File: src/rtl/calc_sequencer_if.sv
// calc_sequencer_if: control, status and calculator-drive signals of the sequencer
interface calc_sequencer_if;
  logic start;
  logic stop_on_fail;
  logic [15:0] led;
  logic drv_btnu;
  logic drv_btnl;
  logic drv_btnc;
  logic drv_btnr;
  logic drv_btnd;
  logic [15:0] drv_sw;
  logic busy;
  logic done;
  logic pass;
  logic [3:0] err_cnt;
  logic [3:0] step;
  logic [15:0] bad_led;
  modport master (
    input start, stop_on_fail, led,
    output drv_btnu, drv_btnl, drv_btnc, drv_btnr, drv_btnd, drv_sw,
    output busy, done, pass, err_cnt, step, bad_led
  );
  modport slave (
    output start, stop_on_fail, led,
    input drv_btnu, drv_btnl, drv_btnc, drv_btnr, drv_btnd, drv_sw,
    input busy, done, pass, err_cnt, step, bad_led
  );
endinterface

File: src/rtl/calc_sequencer.sv
// calc_sequencer: drives a fixed 9-step program into a calculator and checks each result
module calc_sequencer #(
  parameter int SETUP_CYC = 1,
  parameter int RESP_LAT = 1
) (
  input logic clk,
  input logic btnu,
  calc_sequencer_if.master bus
);
  typedef enum logic [2:0] {IDLE, CRST, SETUP, STROBE, WAIT, CHECK, DONE} state_t;
  localparam logic [2:0] OPS [9] = '{3'b010, 3'b011, 3'b001, 3'b000, 3'b111,
                                     3'b010, 3'b101, 3'b110, 3'b100};
  localparam logic [15:0] OPR [9] = '{16'h354A, 16'h1234, 16'h1001, 16'hF0F0, 16'h1FA2,
                                      16'h6AA2, 16'h0004, 16'h0001, 16'h46FF};
  localparam logic [15:0] EXP [9] = '{16'h354A, 16'h2316, 16'h3317, 16'h3010, 16'h2FB2,
                                      16'h9A54, 16'hA540, 16'hD2A0, 16'h0001};
  state_t state;
  logic [3:0] cnt;
  logic [3:0] nxt;
  logic miss;
  logic last;
  assign nxt = bus.step + 4'd1;
  assign miss = bus.led != EXP[bus.step];
  assign last = bus.step == 4'd8;
  always_ff @(posedge clk)
    if (btnu) begin
      state <= IDLE;
      cnt <= '0;
      bus.drv_btnu <= 1'b0;
      {bus.drv_btnl, bus.drv_btnc, bus.drv_btnr} <= 3'b000;
      bus.drv_btnd <= 1'b0;
      bus.drv_sw <= '0;
      bus.busy <= 1'b0;
      bus.done <= 1'b0;
      bus.pass <= 1'b0;
      bus.err_cnt <= '0;
      bus.step <= '0;
      bus.bad_led <= '0;
    end else
      case (state)
        IDLE, DONE:
          if (bus.start) begin
            state <= CRST;
            bus.drv_btnu <= 1'b1;
            bus.busy <= 1'b1;
            bus.done <= 1'b0;
            bus.pass <= 1'b0;
            bus.err_cnt <= '0;
            bus.step <= '0;
            bus.bad_led <= '0;
          end
        CRST: begin
          bus.drv_btnu <= 1'b0;
          {bus.drv_btnl, bus.drv_btnc, bus.drv_btnr} <= OPS[0];
          bus.drv_sw <= OPR[0];
          cnt <= 4'(SETUP_CYC - 1);
          state <= SETUP;
        end
        SETUP:
          if (cnt == 4'd0) begin
            bus.drv_btnd <= 1'b1;
            state <= STROBE;
          end else cnt <= cnt - 4'd1;
        STROBE: begin
          bus.drv_btnd <= 1'b0;
          cnt <= 4'(RESP_LAT - 1);
          state <= WAIT;
        end
        WAIT:
          if (cnt == 4'd0) state <= CHECK;
          else cnt <= cnt - 4'd1;
        CHECK: begin
          if (miss) begin
            bus.err_cnt <= bus.err_cnt + {3'b000, bus.err_cnt != 4'hF};
            bus.bad_led <= bus.led;
          end
          if (last || (miss && bus.stop_on_fail)) begin
            state <= DONE;
            bus.busy <= 1'b0;
            bus.done <= 1'b1;
            bus.pass <= last && !miss && bus.err_cnt == 4'd0;
            {bus.drv_btnl, bus.drv_btnc, bus.drv_btnr} <= 3'b000;
            bus.drv_sw <= '0;
          end else begin
            bus.step <= nxt;
            {bus.drv_btnl, bus.drv_btnc, bus.drv_btnr} <= OPS[nxt];
            bus.drv_sw <= OPR[nxt];
            cnt <= 4'(SETUP_CYC - 1);
            state <= SETUP;
          end
        end
        default: state <= IDLE;
      endcase
endmodule

File: src/flat_wrapper.sv
// flat-port wrapper written by rule: the top's interface ports become plain ports
module calc_sequencer_flat 
#(
  parameter int SETUP_CYC = 1,
  parameter int RESP_LAT = 1
)
  (clk, btnu, bus_start, bus_stop_on_fail, bus_led, bus_drv_btnu, bus_drv_btnl, bus_drv_btnc, bus_drv_btnr, bus_drv_btnd, bus_drv_sw, bus_busy, bus_done, bus_pass, bus_err_cnt, bus_step, bus_bad_led);
  calc_sequencer_if bus_i ();
  input logic clk;
  input logic btnu;
  input wire logic [$bits(bus_i.start)-1:0] bus_start;
  input wire logic [$bits(bus_i.stop_on_fail)-1:0] bus_stop_on_fail;
  input wire logic [$bits(bus_i.led)-1:0] bus_led;
  output wire logic [$bits(bus_i.drv_btnu)-1:0] bus_drv_btnu;
  output wire logic [$bits(bus_i.drv_btnl)-1:0] bus_drv_btnl;
  output wire logic [$bits(bus_i.drv_btnc)-1:0] bus_drv_btnc;
  output wire logic [$bits(bus_i.drv_btnr)-1:0] bus_drv_btnr;
  output wire logic [$bits(bus_i.drv_btnd)-1:0] bus_drv_btnd;
  output wire logic [$bits(bus_i.drv_sw)-1:0] bus_drv_sw;
  output wire logic [$bits(bus_i.busy)-1:0] bus_busy;
  output wire logic [$bits(bus_i.done)-1:0] bus_done;
  output wire logic [$bits(bus_i.pass)-1:0] bus_pass;
  output wire logic [$bits(bus_i.err_cnt)-1:0] bus_err_cnt;
  output wire logic [$bits(bus_i.step)-1:0] bus_step;
  output wire logic [$bits(bus_i.bad_led)-1:0] bus_bad_led;
  assign bus_i.start = bus_start;
  assign bus_i.stop_on_fail = bus_stop_on_fail;
  assign bus_i.led = bus_led;
  assign bus_drv_btnu = bus_i.drv_btnu;
  assign bus_drv_btnl = bus_i.drv_btnl;
  assign bus_drv_btnc = bus_i.drv_btnc;
  assign bus_drv_btnr = bus_i.drv_btnr;
  assign bus_drv_btnd = bus_i.drv_btnd;
  assign bus_drv_sw = bus_i.drv_sw;
  assign bus_busy = bus_i.busy;
  assign bus_done = bus_i.done;
  assign bus_pass = bus_i.pass;
  assign bus_err_cnt = bus_i.err_cnt;
  assign bus_step = bus_i.step;
  assign bus_bad_led = bus_i.bad_led;
  calc_sequencer #(.SETUP_CYC(SETUP_CYC), .RESP_LAT(RESP_LAT)) u_core (.clk(clk), .btnu(btnu), .bus(bus_i));
endmodule
File: config.mk
export PLATFORM = sky130hd
export DESIGN_NAME = calc_sequencer_flat
export DESIGN_NICKNAME = d
export VERILOG_FILES = /design/src/rtl/calc_sequencer_if.sv /design/src/rtl/calc_sequencer.sv /design/src/flat_wrapper.sv
export SDC_FILE = /design/constraint.sdc
export NUM_CORES = 1
export LEC_CHECK = 0
export CORE_ASPECT_RATIO = 1.75
export CORE_MARGIN = 8
export CORE_UTILIZATION = 25
export CTS_BUF_LIST = sky130_fd_sc_hd__clkbuf_4 sky130_fd_sc_hd__clkbuf_8 sky130_fd_sc_hd__clkbuf_16
export CTS_CLUSTER_SIZE = 25
export DETAILED_ROUTE_END_ITERATION = 10
export HOLD_SLACK_MARGIN = 0.03
export PLACE_DENSITY = 0.42
export SETUP_SLACK_MARGIN = 0.2
export SYNTH_ARGS = -nofsm -noshare
export SYNTH_HDL_FRONTEND = slang
export SYNTH_SLANG_ARGS = --single-unit
File: constraint.sdc
create_clock -name clk -period 6.8 [get_ports clk]
set_clock_uncertainty 0.05 [all_clocks]
set_input_delay 1.36 -clock clk [delete_from_list [all_inputs] [get_ports clk]]
set_output_delay 1.36 -clock clk [all_outputs]
set_load 0.01 [all_outputs]
==> results.yml, run 1 <==
outcome:
  status: "finished clean"
clock_tree:
  post_cts_buffers: 0
  h-tree-depth: 2
  cts_tree: "built"
  insertion_delay_ns: 0.30
  cts.sinks: 55
  clk_pin_slew_ns: 0.08
  cts_buffer_depth: 2
  cts_made_buffers: 5
  cts.repair.resized: 0
  clockRootBuffer: "clkbuf_16"
  holdBufCountCts: 0
setup_path:
  path_class: "primary input to flop"
  critPathTopFamily: "compound AO/OA/AOI/OAI gates"
  cp_slowest_stage_delay_ns: 1.05
  slowest_stage: "o31ai_4"
  critPathArrivalTime_ns: 4.47
  critPathCaptureType: "flop"
  critPathLaunchType: "primary input"
  required_ns: 6.98
  path_cells: "clkdlybuf4s50_1 > or4bb_1 > a21oi_1 > o31a_1 > nand4_1 > o31ai_4 > mux2_1 > nor2_1"
  crit_path_max_fanout: 22
  crit_buf_inv: 1
detailed_routing:
  post-route-drc-count: 0
  ant_nets: 0
  vias: 2812
  drtIter0Drc: 90
  wl_per_cell_um: 16.9
  drt-total-wl_um: 9960
  first_pass_iters: 4
  vias_per_cell: 4.77
worst_hold_path:
  hold_class: "flop to flop"
timing:
  worst_pin_slew_ns: 1.23
  timing.hold.ws_ns: 0.412
  setup_viol_count_final: 0
  period_minus_slack_ns: 4.29
  max_freq_mhz: 233
  rsz0062_at_grt: "false"
  setup_ws_ns: 2.51
  drv_slew: 0
  post-route-period-util: 0.631
  final_hold_viol_count: 0
  fin_setup_tns_ns: 0
  maxSlewHeadroom: 0.177
die:
  rows: 53
  fp.dieW_um: 99.9
  start_util: 0.256
  io_pins: 68
  die_area_sq_mm: 0.0163
  core_sq_mm: 0.0120
  chipHeight_um: 163
yosys:
  synthDistinctLibCells: 50
  synth_cells: 370
  dominantRegCellSynth: "dfxtp_1"
  ys_warn_count: 0
  syn_avg_cell_area_sq_um: 8.32
  ys_seq_area_frac: 0.358
  synth_area_sq_mm: 0.00308
  async_reset_ff_frac: 0
  synth-seq-cells: 55
  syn_nets: 402
  synth_edf_count: 0
power_and_ir_drop:
  powerDensity_mw_per_mm2: 191
  ir_worst_vdd_uv: 89.6
  power.leakage_nw: 1.50
  finalPower_uw: 780
placement:
  hpwl_um: 7270
  gp_congestion: 0.771
  placed_cells: 581
  dpl_cell_area_sq_mm: 0.00388
  pre_cts_ws_ns: 2.15
  place.port_buffers: 67
cells_and_area:
  areaGrowthSynthToFinish_pct: 32.4
  fin_nets: 455
  drive_gt1_frac: 0.0401
  fin_area_sq_mm: 0.00407
  utilization: 0.339
  num-fill-cells: 1277
  fin_cells: 589
  layout_common_cells: "clkdlybuf4s50_1 (66), dfxtp_1 (55), nor2_1 (44)"
  n_antenna_cell: 0
  layout_commonest_cell: "clkdlybuf4s50_1"
global_route:
  grt_max_degree: 58
  overflow: 0
  grt_pass1_wl_um: 16100
  grt_use_total: 0.127
  antenna_found_initial: 0
  grt_pass1_vias: 2969
flow_run:
  cap_violations: 0
## Yosys cell counts (9+ instances only)
cell type   n  area share
and2_1     17       0.035
mux2i_1    19       0.062
dfxtp_1    55        0.36
nor3_1     13       0.021
xnor2_1     9       0.026
inv_1      12       0.015
o32ai_1     9       0.026
ha_1       12       0.049
nand3_1    11       0.018
nand2b_1   17       0.035
nand2_1    18       0.022
o21ai_0    16       0.026
nor2_1     44       0.054
a21oi_1    18       0.029
clkbuf_1   16       0.020
## final cells by class
| type | count | area (sq um) | area share |
|---|---|---|---|
| Sequential cell | 55 | 1100 | 0.270 |
| Clock buffer | 6 | 133 | 0.0326 |
| Multi-Input combinational cell | 280 | 1850 | 0.453 |
| Timing Repair Buffer | 69 | 681 | 0.167 |
| Clock inverter | 2 | 60.1 | 0.0147 |
| Inverter | 12 | 45.0 | 0.0111 |
| Tap cell | 165 | 206 | 0.0507 |
## worst register-to-register path: stages, from the launching register on
cell and delay [ns]:
dfxtp_1 0.65, inv_1 0.25, ha_1 0.52, nor4bb_1 0.35, o221ai_1 0.15, a221oi_1 0.23
o2111ai_1 0.31, o31ai_4 1.12, mux2_1 0.39, nor2_1 0.08
## layer usage
metal  up-vias  track usage  share of wire
met1      1320        0.134           0.41
li1       1422            -              -
met3        10       0.0270          0.042
met5         -            0              0
met2        60        0.234           0.52
met4         0       0.0533          0.022
## registers in the layout (all words and copies together), names as in the netlist, 3 cells and up
signal / cells
u_core.bus.bad_led: 16
u_core.bus.drv_sw: 16
u_core.bus.err_cnt: 4
u_core.bus.step: 4
u_core.cnt: 4
u_core.state: 3
## power breakdown
part	switching (mW)	total (mW)	internal, mW	leakage, nW
clock	0.126	0.341	0.216	0.0945
sequential	0.00858	0.341	0.332	0.446
combinational	0.0531	0.0978	0.0447	0.955
total	0.187	0.780	0.593	1.50
## logic make-up (layout without fill, tap and decap cells)
group / count (synthesis) / count (layout) / share of synthesized area
flip-flops: 55 / 55 / 0.358
AO/OA/AOI/OAI: 83 / 83 / 0.188
XOR/XNOR: 12 / 12 / 0.0342
multiplexers: 20 / 20 / 0.0655
AND/OR/NAND/NOR: 153 / 153 / 0.259
adder cells (fa/ha/maj): 12 / 12 / 0.0488
buffers and inverters: 35 / 89 / 0.0464
## worst paths after layout
| path | startpoint | to | slack [ns] | depth (start not counted) |
|---|---|---|---|---|
| min | u_core.bus.drv_sw[11] | u_core.bus.drv_sw[11] | 0.41 | 2 |
| min reg2reg | u_core.bus.drv_sw[11] | u_core.bus.drv_sw[11] | 0.41 | 2 |
| max reg2reg | u_core.bus.step[0] | u_core.bus.bad_led[3] | 2.63 | 9 |
| max | bus_led[15] | u_core.bus.bad_led[3] | 2.51 | 8 |
(Power assumes the default switching activity.)
==> inputs of run 2 (changes only) <==
--- a/config.mk
+++ b/config.mk
@@ -12,7 +12,7 @@
 export CTS_CLUSTER_SIZE = 25
 export DETAILED_ROUTE_END_ITERATION = 10
 export HOLD_SLACK_MARGIN = 0.03
-export PLACE_DENSITY = 0.42
+export PLACE_DENSITY = 0.44
 export SETUP_SLACK_MARGIN = 0.2
 export SYNTH_ARGS = -nofsm -noshare
 export SYNTH_HDL_FRONTEND = slang
==> constraint.sdc (replaced) <==
create_clock -name clk -period 3.5 [get_ports clk]
set_clock_uncertainty 0.05 [all_clocks]
set_input_delay 0.7 -clock clk [delete_from_list [all_inputs] [get_ports clk]]
set_output_delay 0.7 -clock clk [all_outputs]
set_load 0.01 [all_outputs]
==> run 2 against run 1 <==
Net effect: combinational power rose by 100%; hold slack about the same; global-route usage fell by 0.51 points; sequential cell count stayed put; non-clock buffer count grew 10; core utilization grew 0.45 points; clock-buffer cell count unchanged; cell count up 1.7%; clock power rose by 49%; worst setup slack got worse by 2.1 ns; register-to-register slack lost 2.2 ns; critical path depth rose by 1.
==> results.yml, run 2 (synthesized netlist as in run 1, its figures left out) <==
global_route:
  grt_pass1_wl_um: 15500
  grt_max_degree: 32
  antenna_found_initial: 0
  grt_use_total: 0.122
  grt_pass1_vias: 2898
  overflow: 0
cells_and_area:
  layout_common_cells: "clkdlybuf4s50_1 (66), dfxtp_1 (55), nor2_1 (44)"
  layout_commonest_cell: "clkdlybuf4s50_1"
  ff_latch_area_sq_mm: 0.00110
  multi_input_area_sq_mm: 0.00186
  n_antenna_cell: 0
  fin_nets: 465
  areaGrowthSynthToFinish_pct: 34.1
  utilization: 0.344
  largestRegisters: "u_core.bus.bad_led: 16 flops, u_core.bus.drv_sw: 16 flops"
  num-fill-cells: 1267
  drive_gt1_frac: 0.0645
timing:
  post-route-period-util: 0.888
  fin_setup_tns_ns: 0
  worst_pin_slew_ns: 0.659
  setup_viol_count_final: 0
  period_minus_slack_ns: 3.11
  final_hold_viol_count: 0
  maxSlewHeadroom: 0.560
  rsz0062_at_grt: "false"
  drv_slew: 0
  timing.hold.ws_ns: 0.412
  max_freq_mhz: 322
detailed_routing:
  drt-total-wl_um: 9820
  first_pass_iters: 4
  vias: 2838
  vias_per_cell: 4.74
  drtIter0Drc: 99
  post-route-drc-count: 0
  wl_per_cell_um: 16.4
  ant_nets: 0
setup_path:
  path_class: "primary input to flop"
  cp_slowest_stage_delay_ns: 0.51
  rr_worst_depth: 10
  r2r-start: "u_core.bus.step[0]"
  critPathLaunchType: "primary input"
  critPathArrivalTime_ns: 3.22
  crit_path_max_fanout: 4
  r2r_slack_ns: 0.42
  slowest_stage: "clkdlybuf4s50_1"
  path_cells: "clkdlybuf4s50_1 > nor4bb_1 > o221ai_1 > a221oi_1 > o2111ai_1 > buf_4 > or3_1 > a221oi_4 > o32ai_1"
  required_ns: 3.61
  critPathCaptureType: "flop"
  r2r_end: "u_core.cnt[1]"
die:
  die_area_sq_mm: 0.0163
  io_pins: 68
  start_util: 0.256
  fp.dieW_um: 99.9
  chipHeight_um: 163
  core_sq_mm: 0.0120
  rows: 53
clock_tree:
  cts_made_buffers: 5
  cts_buffer_depth: 2
  clk_pin_slew_ns: 0.08
  cts.sinks: 55
  h-tree-depth: 2
  clockRootBuffer: "clkbuf_16"
  cts_tree: "built"
  insertion_delay_ns: 0.30
  holdBufCountCts: 0
worst_hold_path:
  hold_depth: 2
  hold_class: "flop to flop"
  hold_start: "u_core.bus.drv_sw[11]"
  min_to: "u_core.bus.drv_sw[11]"
flow_run:
  cap_violations: 0
placement:
  place.port_buffers: 67
  gp_congestion: 0.785
  hpwl_um: 7330
power_and_ir_drop:
  ir_worst_vdd_uv: 158
  power.leakage_nw: 1.52
  powerDensity_mw_per_mm2: 331
outcome:
  status: "finished clean"
## run 2: changes by cell type in the layout (fill, tap and decap cells not counted), sizes merged
cell and delta:
buf +10, bufinv -2, clkinv +1, clkinvlp +1
## run 2: timing repair
action / CTS / global route
setup endpoints to repair: 0 / 15
gates resized for setup: 0 / 2
setup buffers: 0 / 0
## run 2: power by group
| group | switching, mW | internal, mW | leakage (nW) |
|---|---|---|---|
| Clock | 0.234 | 0.273 | 0.0703 |
| Combinational | 0.104 | 0.0917 | 1.01 |
| Sequential | 0.0164 | 0.646 | 0.446 |
## run 2: cell type report
cell class / instances / share of cell area
inverters: 12 / 0.0109
flip-flops and latches: 55 / 0.267
multi-input cells: 280 / 0.451
clock buffers: 6 / 0.0321
clock inverters: 2 / 0.00303
well taps: 165 / 0.0500
repair buffers: 79 / 0.186
## run 2: worst max path at each step
| stage | from | end | slack [ns] | cells past startpoint |
|---|---|---|---|---|
| floorplan | u_core.bus.step[0] | u_core.bus.bad_led[3] | 0.25 | 12 |
| global placement | bus_led[5] | u_core.cnt[2] | 0.13 | 9 |
| detailed placement | bus_led[5] | u_core.cnt[2] | 0.07 | 9 |
| CTS | u_core.bus.step[0] | u_core.cnt[2] | 0.30 | 10 |
| global route | u_core.bus.step[0] | u_core.cnt[2] | 0.20 | 10 |
| finish | bus_led[5] | u_core.cnt[1] | 0.39 | 9 |
## run 2: routing by layer
metal	up-vias	part of all wire	track usage
met5	-	0	0
met4	0	0.019	0.0526
met3	8	0.039	0.0265
met2	48	0.53	0.222
met1	1338	0.42	0.130
li1	1444	-	-
## run 2: stage by stage
step	setup slack, ns	total power, mW	area [sq um]	cells
global placement	0.125	0.874	3970	591
global route	0.205	1.44	4130	599
finish	0.393	1.36	4130	599
floorplan	0.249	0.775	3080	370
CTS	0.297	1.39	4110	599
detailed placement	0.0652	0.873	3970	591
## run 2: critical path: cells and delay by family
kind | cells | cell delay, ns
AOI/OAI and AO/OA | 5 | 1.07
and+or+nand+nor | 2 | 0.75
buffers and inverters | 2 | 0.70
==> inputs of run 3 (changes only) <==
--- a/config.mk
+++ b/config.mk
@@ -13,7 +13,7 @@
 export DETAILED_ROUTE_END_ITERATION = 10
 export HOLD_SLACK_MARGIN = 0.03
 export PLACE_DENSITY = 0.44
-export SETUP_SLACK_MARGIN = 0.2
+export SETUP_SLACK_MARGIN = 0.4
 export SYNTH_ARGS = -nofsm -noshare
 export SYNTH_HDL_FRONTEND = slang
 export SYNTH_SLANG_ARGS = --single-unit
==> run 3 against run 2 <==
Net effect: cell count grew 1.0%; first-iteration DRC count shrank 4.0%; register-to-register slack gained 0.22 ns; clock-buffer cell count is the same; sequential share of layout area shrank 0.78 points; power grew 3.1%; routed wire length grew 0.55%; critical path depth grew 1; clock power grew 6.3%; maximum frequency grew 3.4%; design area grew 3.1%; hold slack gained 0.0083 ns; critical path type unchanged; largest cell class unchanged; largest power group unchanged.
==> results.yml, run 3 (synthesized netlist as in run 1, its figures left out) <==
die:
  start_util: 0.256
  rows: 53
  chipHeight_um: 163
  core_sq_mm: 0.0120
  io_pins: 68
  die_area_sq_mm: 0.0163
  fp.dieW_um: 99.9
timing:
  drv_slew: 0
  maxSlewHeadroom: 0.369
  worst_pin_slew_ns: 0.947
  final_hold_viol_count: 0
  setup_viol_count_final: 0
  period_minus_slack_ns: 3.00
  timing.hold.ws_ns: 0.421
  fin_setup_tns_ns: 0
  rsz0062_at_grt: "false"
  post-route-period-util: 0.859
  max_freq_mhz: 333
setup_path:
  crit_path_max_fanout: 8
  path_class: "primary input to flop"
  required_ns: 3.66
  cp_slowest_stage_delay_ns: 0.51
  path_cells: "clkdlybuf4s50_1 > or4bb_1 > a21oi_1 > o31a_1 > nand4_1 > buf_4 > o31ai_4 > buf_4 > nand3_4 > o32ai_1"
  path_common_cell: "buf_4"
  critPathCaptureType: "flop"
  critPathArrivalTime_ns: 3.17
  slowest_stage: "clkdlybuf4s50_1"
  critPathLaunchType: "primary input"
detailed_routing:
  drtIter0Drc: 95
  post-route-drc-count: 0
  drt-total-wl_um: 9880
  vias_per_cell: 4.74
  first_pass_iters: 4
  ant_nets: 0
  wl_per_cell_um: 16.3
  vias: 2869
placement:
  gp_congestion: 0.803
  hpwl_um: 7470
  placed_cells: 595
  place.port_buffers: 67
clock_tree:
  cts_made_buffers: 5
  h-tree-depth: 2
  clk_pin_slew_ns: 0.08
  cts_buffer_depth: 2
  insertion_delay_ns: 0.30
  clockRootBuffer: "clkbuf_16"
  cts.sinks: 55
  cts_tree: "built"
  holdBufCountCts: 0
global_route:
  grt_pass1_vias: 2958
  antenna_found_initial: 0
  grt_max_degree: 58
  overflow: 0
  grt_pass1_wl_um: 15900
  grt_use_total: 0.124
power_and_ir_drop:
  powerDensity_mw_per_mm2: 331
  ir_worst_vdd_uv: 185
  finalPower_mw: 1.41
  power.leakage_nw: 1.57
outcome:
  status: "finished clean"
cells_and_area:
  areaGrowthSynthToFinish_pct: 38.3
  fin_cells: 605
  largestRegisters: "u_core.bus.bad_led: 16 flops, u_core.bus.drv_sw: 16 flops"
  utilization: 0.355
  drive_gt1_frac: 0.100
  n_antenna_cell: 0
  layout_common_cells: "clkdlybuf4s50_1 (66), dfxtp_1 (54), nor2_1 (44)"
  fin_nets: 471
  layout_commonest_cell: "clkdlybuf4s50_1"
flow_run:
  cap_violations: 0
worst_hold_path:
  hold_class: "flop to flop"
-- run 3: changes by cell type in the layout (fill, tap and decap cells not counted), sizes merged --
cell,previous run,this run
clkinvlp,1,0
inv,12,13
buf,13,19
-- run 3: final timing paths --
| kind | from | to | slack (ns) | cells after the start |
|---|---|---|---|---|
| min | u_core.bus.drv_btnr | u_core.bus.drv_btnr | 0.42 | 2 |
| max reg2reg | u_core.bus.step[0] | u_core.bus.drv_sw[7] | 0.64 | 11 |
| max | bus_led[15] | u_core.bus.drv_sw[7] | 0.50 | 10 |
| min reg2reg | u_core.bus.drv_btnr | u_core.bus.drv_btnr | 0.42 | 2 |
-- run 3: layout make-up --
class                      count  area [sq um]
timing repair buffer          85           813
sequential                    55          1100
tap                          165           206
clock buffer                   6           139
multi-input combinational    280          1930
fill                        1270          7750
clock inverter                 2          20.0
inverter                      12          45.0
-- run 3: through the flow --
step | instance area, sq um | worst slack [ns]
floorplan | 3090 | 0.446
global placement | 4010 | 0.125
detailed placement | 4010 | 0.101
CTS | 4160 | 0.433
global route | 4260 | 0.384
finish | 4260 | 0.495
-- run 3: layer usage --
metal  vias up  global-route usage  routed length (um)
li1       1456                   -                   -
met1      1344               0.127                3940
met2        56               0.230                5270
met3        13              0.0261                 409
met4         0              0.0568                 255
met5         -                   0                   0
-- run 3: power by group --
| part | switching [mW] | total [mW] | internal (mW) |
|---|---|---|---|
| clock | 0.247 | 0.539 | 0.292 |
| combinational | 0.109 | 0.204 | 0.0954 |
| sequential | 0.0175 | 0.663 | 0.646 |
-- run 3: timing repair --
item,in CTS,in global routing
buffers inserted,0,2
resized for setup,0,11
setup endpoints to repair,0,45
-- run 3: critical path, delay by kind of cell --
family	cells	cell delay, ns
compound gates	4	0.87
simple gates	3	0.70
buf+inv	3	0.87
